### config.mk
export PLATFORM = sky130hd
export DESIGN_NAME = kernel_load_ctrl_flat
export DESIGN_NICKNAME = d
export VERILOG_FILES = /design/src/rtl/kernel_ctrl_pkg.sv /design/src/rtl/kernel_load_ctrl_if.sv /design/src/rtl/kernel_load_timeout.sv /design/src/rtl/kernel_load_ctrl.sv /design/src/flat_wrapper.sv
export SDC_FILE = /design/constraint.sdc
export NUM_CORES = 1
export LEC_CHECK = 0
export CORE_MARGIN = 2
export CORE_UTILIZATION = 38
export DETAILED_ROUTE_END_ITERATION = 10
export GPL_TIMING_DRIVEN = 0
export HOLD_SLACK_MARGIN = 0.1
export PLACE_DENSITY = 0.83
export SYNTH_ARGS = -nofsm -noshare
export SYNTH_HDL_FRONTEND = slang
export SYNTH_SLANG_ARGS = --single-unit
### constraint.sdc
create_clock -name clk -period 2.5 [get_ports clk]
set_clock_uncertainty 0.05 [all_clocks]
set_input_delay 0.25 -clock clk [delete_from_list [all_inputs] [get_ports clk]]
set_output_delay 0.25 -clock clk [all_outputs]
set_load 0.01 [all_outputs]
### src/rtl/kernel_ctrl_pkg.sv
// Shared definitions for the kernel load controller: state encoding and kernel sizing helpers.
// The ERR state exists only when KERNEL_LOAD_TIMEOUT_EN is defined.
package kernel_ctrl_pkg;

  typedef enum logic [2:0] {
    IDLE     = 3'd0,
    CLEAR    = 3'd1,
    LOAD     = 3'd2,
    WAIT_RDY = 3'd3,
    DONE     = 3'd4
`ifdef KERNEL_LOAD_TIMEOUT_EN
    ,
    ERR      = 3'd5
`endif
  } state_e;

  function automatic int kk_of(input int kernel_size);
    return kernel_size * kernel_size;
  endfunction

  // load_count must be able to hold the value KK itself, hence KK+1 codes.
  function automatic int cnt_w_of(input int kernel_size);
    return $clog2(kernel_size * kernel_size + 1);
  endfunction

  localparam int DEFAULT_KERNEL_SIZE = 3;
  localparam int KK    = kk_of(DEFAULT_KERNEL_SIZE);
  localparam int CNT_W = cnt_w_of(DEFAULT_KERNEL_SIZE);

endpackage

### src/rtl/kernel_load_ctrl_if.sv
// Source handshake plus kernel_mem write path of the kernel load controller.
// master = controller side, slave = word source / kernel_mem side.
interface kernel_load_ctrl_if #(
  parameter int BITS = 9
);
  logic            src_valid;
  logic [BITS-1:0] src_data;
  logic            src_ready;
  logic            mem_reset;
  logic            mem_write_en;
  logic [BITS-1:0] mem_kernel_in;
  logic            mem_ready;

  modport master (
    input  src_valid, src_data, mem_ready,
    output src_ready, mem_reset, mem_write_en, mem_kernel_in
  );

  modport slave (
    output src_valid, src_data, mem_ready,
    input  src_ready, mem_reset, mem_write_en, mem_kernel_in
  );
endinterface

### src/rtl/kernel_load_timeout.sv
// Stall counter for the kernel load controller; flags the TIMEOUT_CYCLES-th
// consecutive counted cycle since the last restart.
module kernel_load_timeout #(
  parameter int TIMEOUT_CYCLES = 64
) (
  input  logic clk,
  input  logic reset,
  input  logic restart,
  input  logic count_en,
  output logic expired
);
  localparam int W = $clog2(TIMEOUT_CYCLES + 1);

  logic [W-1:0] cnt_q, cnt_d;

  assign expired = count_en && (cnt_q == W'(TIMEOUT_CYCLES - 1));

  always_comb begin
    cnt_d = cnt_q;
    if (restart) begin
      cnt_d = '0;
    end else if (count_en) begin
      cnt_d = cnt_q + 1'b1;
    end
  end

  always_ff @(posedge clk or posedge reset) begin
    if (reset) begin
      cnt_q <= '0;
    end else begin
      cnt_q <= cnt_d;
    end
  end
endmodule

### src/rtl/kernel_load_ctrl.sv
// Kernel load controller: clears kernel_mem, streams KK words into it, waits for mem_ready.
// Optional stall timeout with ERR state enabled by macro KERNEL_LOAD_TIMEOUT_EN.
module kernel_load_ctrl
  import kernel_ctrl_pkg::*;
#(
  parameter int BITS           = 9,
  parameter int KERNEL_SIZE    = 3,
  parameter int TIMEOUT_CYCLES = 64
) (
  input  logic                                clk,
  input  logic                                reset,
  input  logic                                load_req,
  input  logic                                conv_busy,
  kernel_load_ctrl_if.master                  bus,
  output logic                                kernel_valid,
  output logic                                busy,
  output logic [cnt_w_of(KERNEL_SIZE)-1:0]    load_count,
  output logic                                err
);
  localparam int KK_N  = kk_of(KERNEL_SIZE);
  localparam int CNT_W = cnt_w_of(KERNEL_SIZE);

  state_e             state_q, state_d;
  logic [CNT_W-1:0]   cnt_q, cnt_d;
  logic               hs;
  logic               req_ok;

  assign hs     = (state_q == LOAD) && bus.src_valid;
  assign req_ok = load_req && !conv_busy;

`ifdef KERNEL_LOAD_TIMEOUT_EN
  logic timeout;
  logic to_restart;
  logic to_count_en;

  // Stall = LOAD without a handshake, or any WAIT_RDY cycle; state entry restarts.
  assign to_count_en = ((state_q == LOAD) && !hs) || (state_q == WAIT_RDY);
  assign to_restart  = hs || (state_d != state_q);

  kernel_load_timeout #(
    .TIMEOUT_CYCLES(TIMEOUT_CYCLES)
  ) u_timeout (
    .clk     (clk),
    .reset   (reset),
    .restart (to_restart),
    .count_en(to_count_en),
    .expired (timeout)
  );
`endif

  always_comb begin
    state_d = state_q;
    cnt_d   = cnt_q;
    case (state_q)
      IDLE, DONE: if (req_ok) state_d = CLEAR;
`ifdef KERNEL_LOAD_TIMEOUT_EN
      ERR:        if (req_ok) state_d = CLEAR;
`endif
      CLEAR: begin
        cnt_d   = '0;
        state_d = LOAD;
      end
      LOAD: begin
        if (hs) begin
          cnt_d = cnt_q + 1'b1;
          if (cnt_q == CNT_W'(KK_N - 1)) state_d = WAIT_RDY;
        end
`ifdef KERNEL_LOAD_TIMEOUT_EN
        else if (timeout) state_d = ERR;
`endif
      end
      WAIT_RDY: begin
        if (bus.mem_ready) state_d = DONE;
`ifdef KERNEL_LOAD_TIMEOUT_EN
        else if (timeout) state_d = ERR;
`endif
      end
      default: state_d = IDLE;
    endcase
  end

  always_ff @(posedge clk or posedge reset) begin
    if (reset) begin
      state_q <= IDLE;
      cnt_q   <= '0;
    end else begin
      state_q <= state_d;
      cnt_q   <= cnt_d;
    end
  end

  // Write path is combinational so a word is written in its own handshake cycle.
  always_comb begin
    bus.src_ready     = (state_q == LOAD);
    bus.mem_write_en  = hs;
    bus.mem_kernel_in = (state_q == LOAD) ? bus.src_data : {BITS{1'b0}};
    bus.mem_reset     = reset || (state_q == CLEAR);
    kernel_valid      = (state_q == DONE);
    busy              = (state_q == CLEAR) || (state_q == LOAD) || (state_q == WAIT_RDY);
    load_count        = cnt_q;
`ifdef KERNEL_LOAD_TIMEOUT_EN
    err               = (state_q == ERR);
`else
    err               = 1'b0;
`endif
  end
endmodule

### src/flat_wrapper.sv
// flat-port wrapper written by rule: the top's interface ports become plain ports
module kernel_load_ctrl_flat import kernel_ctrl_pkg::*;
#(
  parameter int BITS           = 9,
  parameter int KERNEL_SIZE    = 3,
  parameter int TIMEOUT_CYCLES = 64
)
  (clk, reset, load_req, conv_busy, kernel_valid, busy, load_count, err, bus_src_valid, bus_src_data, bus_mem_ready, bus_src_ready, bus_mem_reset, bus_mem_write_en, bus_mem_kernel_in);
  kernel_load_ctrl_if #(.BITS(BITS)) bus_i ();
  input  logic clk;
  input  logic reset;
  input  logic load_req;
  input  logic conv_busy;
  output logic kernel_valid;
  output logic busy;
  output logic [cnt_w_of(KERNEL_SIZE)-1:0] load_count;
  output logic err;
  input wire logic [$bits(bus_i.src_valid)-1:0] bus_src_valid;
  input wire logic [$bits(bus_i.src_data)-1:0] bus_src_data;
  input wire logic [$bits(bus_i.mem_ready)-1:0] bus_mem_ready;
  output wire logic [$bits(bus_i.src_ready)-1:0] bus_src_ready;
  output wire logic [$bits(bus_i.mem_reset)-1:0] bus_mem_reset;
  output wire logic [$bits(bus_i.mem_write_en)-1:0] bus_mem_write_en;
  output wire logic [$bits(bus_i.mem_kernel_in)-1:0] bus_mem_kernel_in;
  assign bus_i.src_valid = bus_src_valid;
  assign bus_i.src_data = bus_src_data;
  assign bus_i.mem_ready = bus_mem_ready;
  assign bus_src_ready = bus_i.src_ready;
  assign bus_mem_reset = bus_i.mem_reset;
  assign bus_mem_write_en = bus_i.mem_write_en;
  assign bus_mem_kernel_in = bus_i.mem_kernel_in;
  kernel_load_ctrl #(.BITS(BITS), .KERNEL_SIZE(KERNEL_SIZE), .TIMEOUT_CYCLES(TIMEOUT_CYCLES)) u_core (.clk(clk), .reset(reset), .load_req(load_req), .conv_busy(conv_busy), .bus(bus_i), .kernel_valid(kernel_valid), .busy(busy), .load_count(load_count), .err(err));
endmodule
==> run summary, run 1 <==
Initial DRT Pass Iterations -> 5
Vias -> 659
Worst Path Required -> 2.20 ns
Total Die Area -> 1730 um2
Min Tclk post-route -> 2.20 ns
Cells after synthesis -> 70
Critical path's top delay family -> buffers and inverters
Crit path max fanout -> 10
Area grow syn2layout -> 66.2%
Routed length per placed instance -> 14.3 um
Seq/Total Area, Yosys -> 32.6%
EDFF count, synth -> 0
Remaining DRCs -> 0
Final #Nets -> 123
Dpl ws -> 0.583 ns
Slowest CP cell -> clkdlybuf4s50_1
Setup violators final -> 0
Top cells by area, synth -> dfrtp_1 33%, and3_1 13%, o21ai_1 9.3%
Setup CP Type -> flop to output port
Die height -> 41.6 um
Clock-pin slew on the worst setup and hold paths -> 0.06 ns
Worst path depth -> 4
Root buf cell -> clkbuf_4
Hold Buf Count CTS -> 0
Max incr delay on CP -> 0.56 ns
Path type of the worst min-delay path -> input port to async pin
Worst Setup Start Kind -> flop
Unrepaired setup endpoints after global routing -> false
Primary FF master, synth -> dfrtp_1
First-pass GRT wire length -> 2.88 mm
Largest net degree at the start of global routing -> 11
Leak -> 0.000406 uW
Slew Limit Fails -> 0
CTS Buf Count -> 3
Reg2Reg Capture Point -> u_core.state_q[0]$_DFFE_PP0P_
Synth warn -> 0
Post-Syn Area -> 537 um2
Avg Cell Area, Syn -> 7.67 um2
# H-tree levels -> 1
TNS Setup -> 0 ns
Antenna violations before repair -> 0
GR Overflow Total -> 0
Count of input and output buffers -> 31
Hold slack -> 0.197 ns
Synthesis-stage register bit count -> 7
Final Hold Viols -> 0
Run status -> finished, final reports clean
Clk sinks -> 7
Antenna Cells -> 0
Post-CTS setup buffer count -> 0
Power per cell area -> 1070 nW/um2
Placer Congestion -> 0.829
Final cell count without fillers -> 120
Placed insts -> 116
Number of DRC markers in iteration 0 -> 11
Antenna viol nets, final -> 0
Reg2reg start -> u_core.load_count[0]$_DFFE_PP0P_
Worst R2R Path Depth -> 5
Reg2reg setup slack -> 1.18 ns
Total Power -> 957 uW
CTS tree -> built
DP HPWL -> 1.32 mm
DIE WIDTH -> 41.6 um
CTS resizes -> 0
Fmax achieved -> 455 MHz
Worst path cell trace -> nor2_1, buf_2, and3_1, clkdlybuf4s50_1
Vias in the first global route -> 633
Num rows -> 13
Setup ws final -> 0.301 ns
Async set-reset flop share out of synthesis -> 100%
Unique masters post-synth -> 23
Critical Path Source -> u_core.state_q[0]$_DFFE_PP0P_
IO Pins -> 34
GRT Overall Usage -> 22.1%
Post-Route WL -> 1.71 mm
Final Cycle Share -> 87.9%
Critical path arrival -> 1.90 ns
VDD IR max -> 752 uV
Top-area cell type share of the netlist area -> 32.6%
Layout cells sized above 1 -> 9.52%
Crit path to -> bus_mem_kernel_in[5]
Clk buf depth -> 2
CP bufs+invs -> 2
Initial Utilization -> 40.7%
Clock Latency Late Sink -> 0.26 ns
Core area -> 1320 um2
Vias per cell -> 5.49
Max_cap viols -> 0
Synth area leader -> dfrtp_1
Syn Nets -> 87
CP Capture Type -> output port
worst min path at each step:
stage	endpoint	slack (ns)	cells after the start
floorplan	u_core.load_count[0]$_DFFE_PP0P_	0.01	1
finish	u_core.load_count[0]$_DFFE_PP0P_	0.20	2
CTS	u_core.load_count[0]$_DFFE_PP0P_	0.20	2
global route	u_core.load_count[1]$_DFFE_PP0P_	0.23	2
detailed placement	u_core.load_count[2]$_DFFE_PP0P_	0.47	2
global placement	u_core.load_count[2]$_DFFE_PP0P_	0.46	2
final cells by class:
type / instances / area, um2
inverter: 5 / 18.8
sequential: 7 / 175
buffer: 7 / 36.3
tap: 15 / 18.8
timing repair buffer: 31 / 310
fill: 115 / 425
multi-input combinational: 51 / 307
clock buffer: 4 / 26.3
registers in the layout (all words and copies together), names as in the netlist:
| name | cells |
|---|---|
| u_core.state_q | 3 |
| u_core.load_count | 4 |
metal layers:
metal	up-vias	part of all wire [%]	track usage [%]
li1	319	-	-
met1	305	39	25.8
met2	33	52	37.5
met3	2	7.4	6.09
met4	0	0.93	9.68
met5	-	0	0
where the power goes:
group	switching [uW]	internal (uW)	total, uW
clock network	44.8	61.1	106
logic	312	329	641
registers	55.2	155	211
stage by stage:
stage          util, %  cell area, um2
6_report          67.7             892
5_1_grt           67.7             892
4_1_cts           67.7             892
3_5_place_dp      65.7             866
3_3_place_gp      65.7             866
2_1_floorplan        -             537
synth_stat cells (all sizes together) (2+ instances only):
master  instances
inv             5
o21ai          11
nor2            4
dfrtp           7
nand4           2
nor3            5
and3           11
a31oi           2
ha              2
nand2           3
a32oi           2
nand2b          2
buf             6
logic make-up (layout without fill, tap and decap cells):
group | Yosys count | after routing | share of synthesized area, %
fa+ha+maj | 2 | 2 | 4.66
other cells | 1 | 1 | 0.699
flops | 7 | 7 | 32.6
compound gates | 18 | 18 | 20.0
buf+inv | 12 | 47 | 10.3
simple gates | 30 | 30 | 31.7
cell usage in the layout (no fill, tap or decap), types with 2 or more instances in the layout:
| master | instances |
|---|---|
| buf_2 | 5 |
| nor2_1 | 4 |
| ha_1 | 2 |
| dfrtp_1 | 7 |
| clkbuf_1 | 2 |
| a31oi_1 | 2 |
| clkdlybuf4s50_1 | 31 |
| o21ai_1 | 10 |
| a32oi_1 | 2 |
| nand2_1 | 3 |
| nand2b_1 | 2 |
| nor3_1 | 5 |
| and3_1 | 11 |
| inv_1 | 5 |
| nand4_1 | 2 |
| clkbuf_4 | 3 |
Note: power is estimated with default switching activity, not from simulation.
==> run 2, diff against run 1 <==
Settings changed: SKIP_CTS_REPAIR_TIMING from default to 1.
==> results of run 2 <==
Final layout, timing and power as in run 1 (identical DEF).
